[config.mk]
export PLATFORM = sky130hd
export DESIGN_NAME = decimal_entry
export DESIGN_NICKNAME = d
export VERILOG_FILES = /design/src/rtl/decimal_entry_pkg.sv /design/src/rtl/decimal_entry.sv
export SDC_FILE = /design/constraint.sdc
export NUM_CORES = 1
export LEC_CHECK = 0
export ABC_CLOCK_PERIOD_IN_PS = 2400
export CORE_ASPECT_RATIO = 1.5
export CORE_UTILIZATION = 45
export CTS_CLUSTER_SIZE = 40
export DETAILED_ROUTE_END_ITERATION = 16
export PLACE_DENSITY = 0.82
export SETUP_SLACK_MARGIN = 0.05
export SLEW_MARGIN = 20
export SYNTH_ARGS = -nofsm -noshare
export SYNTH_HDL_FRONTEND = slang
export SYNTH_SLANG_ARGS = --single-unit
[constraint.sdc]
create_clock -name clk -period 2.4 [get_ports clk]
set_clock_uncertainty 0.05 [all_clocks]
set_input_delay 0.48 -clock clk [delete_from_list [all_inputs] [get_ports clk]]
set_output_delay 0.48 -clock clk [all_outputs]
set_load 0.005 [all_outputs]
[src/rtl/decimal_entry_pkg.sv]
// Shared types and defaults for the decimal entry unit.
package decimal_entry_pkg;

  typedef enum logic [1:0] {
    StIdle,
    StEntry,
    StFull,
    StError
  } state_e;

  localparam logic [3:0] DIGIT_MAX = 4'd9;

  localparam int unsigned MAX_DIGITS_DEF = 3;
  localparam int unsigned OUT_W_DEF      = 8;
  localparam int unsigned ACC_W_DEF      = 10;

endpackage

[src/rtl/decimal_entry.sv]
// Decimal keypad entry: accumulates up to MAX_DIGITS decimal digits into a
// binary value, range-checks it on enter and delivers an OUT_W-bit operand.
// Optional feature: DECIMAL_ENTRY_BACKSPACE_EN adds the backspace port and
// the divide-by-10 path.
module decimal_entry
  import decimal_entry_pkg::*;
#(
  parameter int unsigned MAX_DIGITS = MAX_DIGITS_DEF,
  parameter int unsigned OUT_W      = OUT_W_DEF,
  parameter int unsigned ACC_W      = ACC_W_DEF
) (
  input  logic             clk,
  input  logic             rst_n,
  input  logic             digit_valid,
  input  logic [3:0]       digit,
  input  logic             enter,
  input  logic             clear,
`ifdef DECIMAL_ENTRY_BACKSPACE_EN
  input  logic             backspace,
`endif
  output logic [ACC_W-1:0] live_value,
  output logic [1:0]       digit_count,
  output logic [OUT_W-1:0] value_out,
  output logic             value_valid,
  output logic             overflow
);

  localparam logic [ACC_W-1:0] OutMax   = ACC_W'((1 << OUT_W) - 1);
  localparam logic [1:0]       CountMax = 2'(MAX_DIGITS);

  state_e           state_q, state_d;
  logic [ACC_W-1:0] acc_q, acc_d;
  logic [1:0]       count_q, count_d;
  logic [OUT_W-1:0] value_q, value_d;
  logic             valid_q, valid_d;
  logic             overflow_q, overflow_d;
  logic             bs_req;

`ifdef DECIMAL_ENTRY_BACKSPACE_EN
  assign bs_req = backspace;
`else
  assign bs_req = 1'b0;
`endif

  // Next-state: one event per cycle, clear > enter > backspace > digit.
  always_comb begin
    state_d    = state_q;
    acc_d      = acc_q;
    count_d    = count_q;
    value_d    = value_q;
    valid_d    = 1'b0;
    overflow_d = overflow_q;

    if (clear) begin
      state_d    = StIdle;
      acc_d      = '0;
      count_d    = '0;
      overflow_d = 1'b0;
    end else if (enter) begin
      if (state_q == StEntry || state_q == StFull) begin
        if (acc_q <= OutMax) begin
          value_d = acc_q[OUT_W-1:0];
          valid_d = 1'b1;
          acc_d   = '0;
          count_d = '0;
          state_d = StIdle;
        end else begin
          state_d    = StError;
          overflow_d = 1'b1;
        end
      end
    end else if (bs_req) begin
`ifdef DECIMAL_ENTRY_BACKSPACE_EN
      if (state_q == StEntry || state_q == StFull) begin
        acc_d   = acc_q / ACC_W'(10);
        count_d = count_q - 2'd1;
        state_d = (count_q == 2'd1) ? StIdle : StEntry;
      end
`endif
    end else if (digit_valid) begin
      if (digit <= DIGIT_MAX && (state_q == StIdle || state_q == StEntry)) begin
        acc_d   = acc_q * ACC_W'(10) + ACC_W'(digit);
        count_d = count_q + 2'd1;
        state_d = (count_q + 2'd1 == CountMax) ? StFull : StEntry;
      end
    end
  end

  // State and datapath registers; reset discards any pending entry at once.
  always_ff @(posedge clk or negedge rst_n) begin
    if (!rst_n) begin
      state_q    <= StIdle;
      acc_q      <= '0;
      count_q    <= '0;
      value_q    <= '0;
      valid_q    <= 1'b0;
      overflow_q <= 1'b0;
    end else begin
      state_q    <= state_d;
      acc_q      <= acc_d;
      count_q    <= count_d;
      value_q    <= value_d;
      valid_q    <= valid_d;
      overflow_q <= overflow_d;
    end
  end

  assign live_value  = acc_q;
  assign digit_count = count_q;
  assign value_out   = value_q;
  assign value_valid = valid_q;
  assign overflow    = overflow_q;

endmodule

==> flow_metrics.env <==
export IMPL_cts_root_buffer="sky130_fd_sc_hd__clkbuf_8"
export IMPL_netlist_area_um2=1435
export IMPL_hold_start="value_out[0]"
export IMPL_io_pins=31
export IMPL_hp_class="flip-flop to flip-flop"
export IMPL_yosys_register_bits=24
export IMPL_worst_ep_arrival_time_ps=2480
export IMPL_numPlacedInstances=206
export IMPL_filler_cell_count=204
export IMPL_cts_hold_buffers_added=0
export IMPL_critical_path_reg2reg_startpoint="live_value[1]"
export IMPL_layout_commonest_cell="sky130_fd_sc_hd__clkdlybuf4s50_1"
export IMPL_final_core_util_pct=68.94
export IMPL_synthesis_yosys_warnings=0
export IMPL_critical_path_class="flip-flop to flip-flop"
export IMPL_finish_net_count=204
export IMPL_globalRoute_totalOverflow=0
export IMPL_timing_critical_path_from_type="flip-flop"
export IMPL_seq_area_frac_synth_pct=41.85
export IMPL_via_count=1184
export IMPL_fin_area_um2=2049
export IMPL_power_static_leakage_nw=0.9384
export IMPL_drc=0
export IMPL_final_hold_viol_count=0
export IMPL_synth_cell_types=29
export IMPL_fin_ws_ps=64.16
export IMPL_drt_pre_antenna_iters=4
export IMPL_cts_tree="yes"
export IMPL_endpoint_kind="flip-flop"
export IMPL_syn_nets=155
export IMPL_run_status="complete, no violations"
export IMPL_setup_viol_count_final=0
export IMPL_power_density_nw_per_um2=450.7
export IMPL_worstHoldPathCells=1
export IMPL_core_area_um2=2973
export IMPL_worst_path_most_repeated_cell="sky130_fd_sc_hd__ha_4"
export IMPL_rr_worst_depth=9
export IMPL_critical_path_max_fanout=3
export IMPL_rsz0062_at_grt="true"
export IMPL_cts_buffer_depth=2
export IMPL_floorplan_die_area_um2=3424
export IMPL_seqCellArea_um2=600.6
export IMPL_timing_slew_headroom_pct=60.26
export IMPL_synth_cells=127
export IMPL_r2r_setup_slack_ps=60
export IMPL_die_x_um=48.11
export IMPL_placed_area_um2=1874
export IMPL_grt_util_all_layers_pct=23.66
export IMPL_cp_cell_sequence="ha_4 -> ha_4 -> fa_2 -> nand2_2 -> nor2_2 -> o21ai_2 -> nor3_4 -> xnor3_1 -> o21ai_1"
export IMPL_rows=24
export IMPL_min_delay_worst_endpoint="value_out[0]"
export IMPL_grt_first_pass_wirelength_mm=5.658
export IMPL_clock_insertion_delay_worst_skew_ps=260
export IMPL_layout_drive_gt1_share_pct=27.59
export IMPL_multi_input_combinational_cell_area_um2=912.1
export IMPL_final_min_period_over_clock_period_pct=97.33
export IMPL_drtIter0Drc=44
export IMPL_timing_final_crit_period_ps=2336
export IMPL_vias_per_cell=5.559
export IMPL_grt_max_degree=25
export IMPL_crit_path_max_incr_delay_ps=550
export IMPL_first_global_vias=1201
export IMPL_antenna_left=0
export IMPL_final_cell_count_no_fill=213
export IMPL_cp_slowest_cell="sky130_fd_sc_hd__fa_2"
export IMPL_tritoncts_num_buffers=3
export IMPL_clock_tree_htree_level_count=1
export IMPL_vdd_drop_max_mv=0.3871
export IMPL_finalPower_w=0.0009237
export IMPL_critical_path_required_ps=2540
export IMPL_place_ws_ps=-228.9
export IMPL_area_growth_syn_to_layout_pct=42.81
export IMPL_port_buffer_count=30
export IMPL_dieHeight_um=71.17
export IMPL_gp_routability_congestion=0.9422
export IMPL_clock_fmax_ghz=0.4281
export IMPL_tightest_slew_ps=594.1
export IMPL_cts_sinks=24
export IMPL_initial_cell_density_of_the_core_pct=48.27
export IMPL_antenna_cells_inserted=0
export IMPL_r2r_end="live_value[9]"
export IMPL_dp_hpwl_mm=2.607
export IMPL_cap_viol_max_count=0
export IMPL_syn_avg_cell_area_um2=11.30
export IMPL_detail_route_wirelength_mm=3.581
export IMPL_antenna_found_initial=0
export IMPL_clkSlewWorstSetupHoldPaths_ps=80
export IMPL_crit_buf_inv=0
export IMPL_path_delay_family="adder cells"
export IMPL_slew_violations=0
export IMPL_detail_route_wl_per_cell_um=16.81
export IMPL_most_common_layout_cells="sky130_fd_sc_hd__clkdlybuf4s50_1, sky130_fd_sc_hd__dfrtp_1, sky130_fd_sc_hd__buf_4"
-- what timing repair did --
action,4_1_cts,5_1_grt
pin swaps,5,10
endpoints found under the setup margin,2,4
resized for setup,10,6
buffers inserted,1,3
endpoints found under the hold margin,0,0
-- worst max-delay path by stage --
stage	slack [ps]	endpoint	startpoint	depth (start not counted)
final	60	live_value[9]	live_value[1]	9
after global routing	-10	live_value[9]	live_value[1]	9
after CTS	30	live_value[9]	live_value[3]	9
after detailed placement	-230	state_q[0]	digit[2]	7
after global placement	-80	live_value[9]	digit[1]	9
after floorplan	80	live_value[9]	live_value[3]	9
-- cell usage after synthesis, drive strengths merged --
library cell / n / area, um2
nand2b: 1 / 6.260
clkbuf: 1 / 3.750
nor2b: 1 / 6.260
xnor3: 1 / 22.52
mux2: 8 / 90.09
o41ai: 1 / 8.760
a211oi: 1 / 12.51
o21ai: 10 / 50.05
o211ai: 2 / 15.01
buf: 1 / 5.000
xnor2: 6 / 52.55
a22o: 4 / 35.03
a31oi: 2 / 12.51
a21o: 3 / 22.52
a21oi: 5 / 36.29
nand2: 10 / 37.54
nor2: 8 / 32.54
xor2: 5 / 43.79
fa: 2 / 40.04
nor3: 5 / 35.03
inv: 7 / 26.28
nor4: 2 / 27.53
dfrtp: 24 / 600.6
ha: 17 / 212.7
-- through the flow --
stage / hold WS [ps] / TNS [ps]
5_1_grt: 478.2 / -11.40
2_1_floorplan: 134.4 / 0
6_report: 457.6 / 0
4_1_cts: 464.0 / 0
3_5_place_dp: 446.2 / -1996
3_3_place_gp: 437.9 / -87.06
-- report_power, final --
part	switching (W)	internal [W]
Sequential	0.0000161	0.000429
Combinational	0.000125	0.000123
Clock	0.000119	0.000112
-- routing by layer --
metal	wire length, um	up-vias	global-route usage, %	part of all wire, %
li1	-	549	-	-
met4	78	0	9.877	2.2
met1	1348	598	29.64	38
met3	99	7	1.020	2.8
met5	0	-	0	0
met2	2055	30	40.24	57
-- registers in the layout, indices dropped and copies added, names as in the netlist --
signal / flops
digit_count: 2
value_valid: 1
state_q: 2
overflow: 1
value_out: 8
live_value: 10
-- cell type report --
class	instances	share of cell area, %
multi-input combinational	94	44.51
timing repair buffer	46	20.51
clock buffer	3	2.015
tap	39	2.381
sequential	24	29.30
inverter	7	1.282
-- cell families after synthesis --
logic type | after synthesis | share of synthesized area, %
adders and majority gates | 19 | 17.61
buffers and inverters | 9 | 2.441
AOI/OAI and AO/OA | 28 | 13.43
muxes | 8 | 6.277
xor gates and xnor gates | 12 | 8.282
DFF | 24 | 41.85
and+or+nand+nor | 27 | 10.11
-- worst reg2reg max path, stage by stage, from the launching register on --
cell                      delay [ps]
sky130_fd_sc_hd__dfrtp_1         420
sky130_fd_sc_hd__ha_4            260
sky130_fd_sc_hd__ha_4            170
sky130_fd_sc_hd__fa_2            550
sky130_fd_sc_hd__nand2_2          70
sky130_fd_sc_hd__nor2_2           90
sky130_fd_sc_hd__o21ai_2          90
sky130_fd_sc_hd__nor3_4          200
sky130_fd_sc_hd__xnor3_1         230
sky130_fd_sc_hd__o21ai_1         140
(Power assumes the default switching activity.)
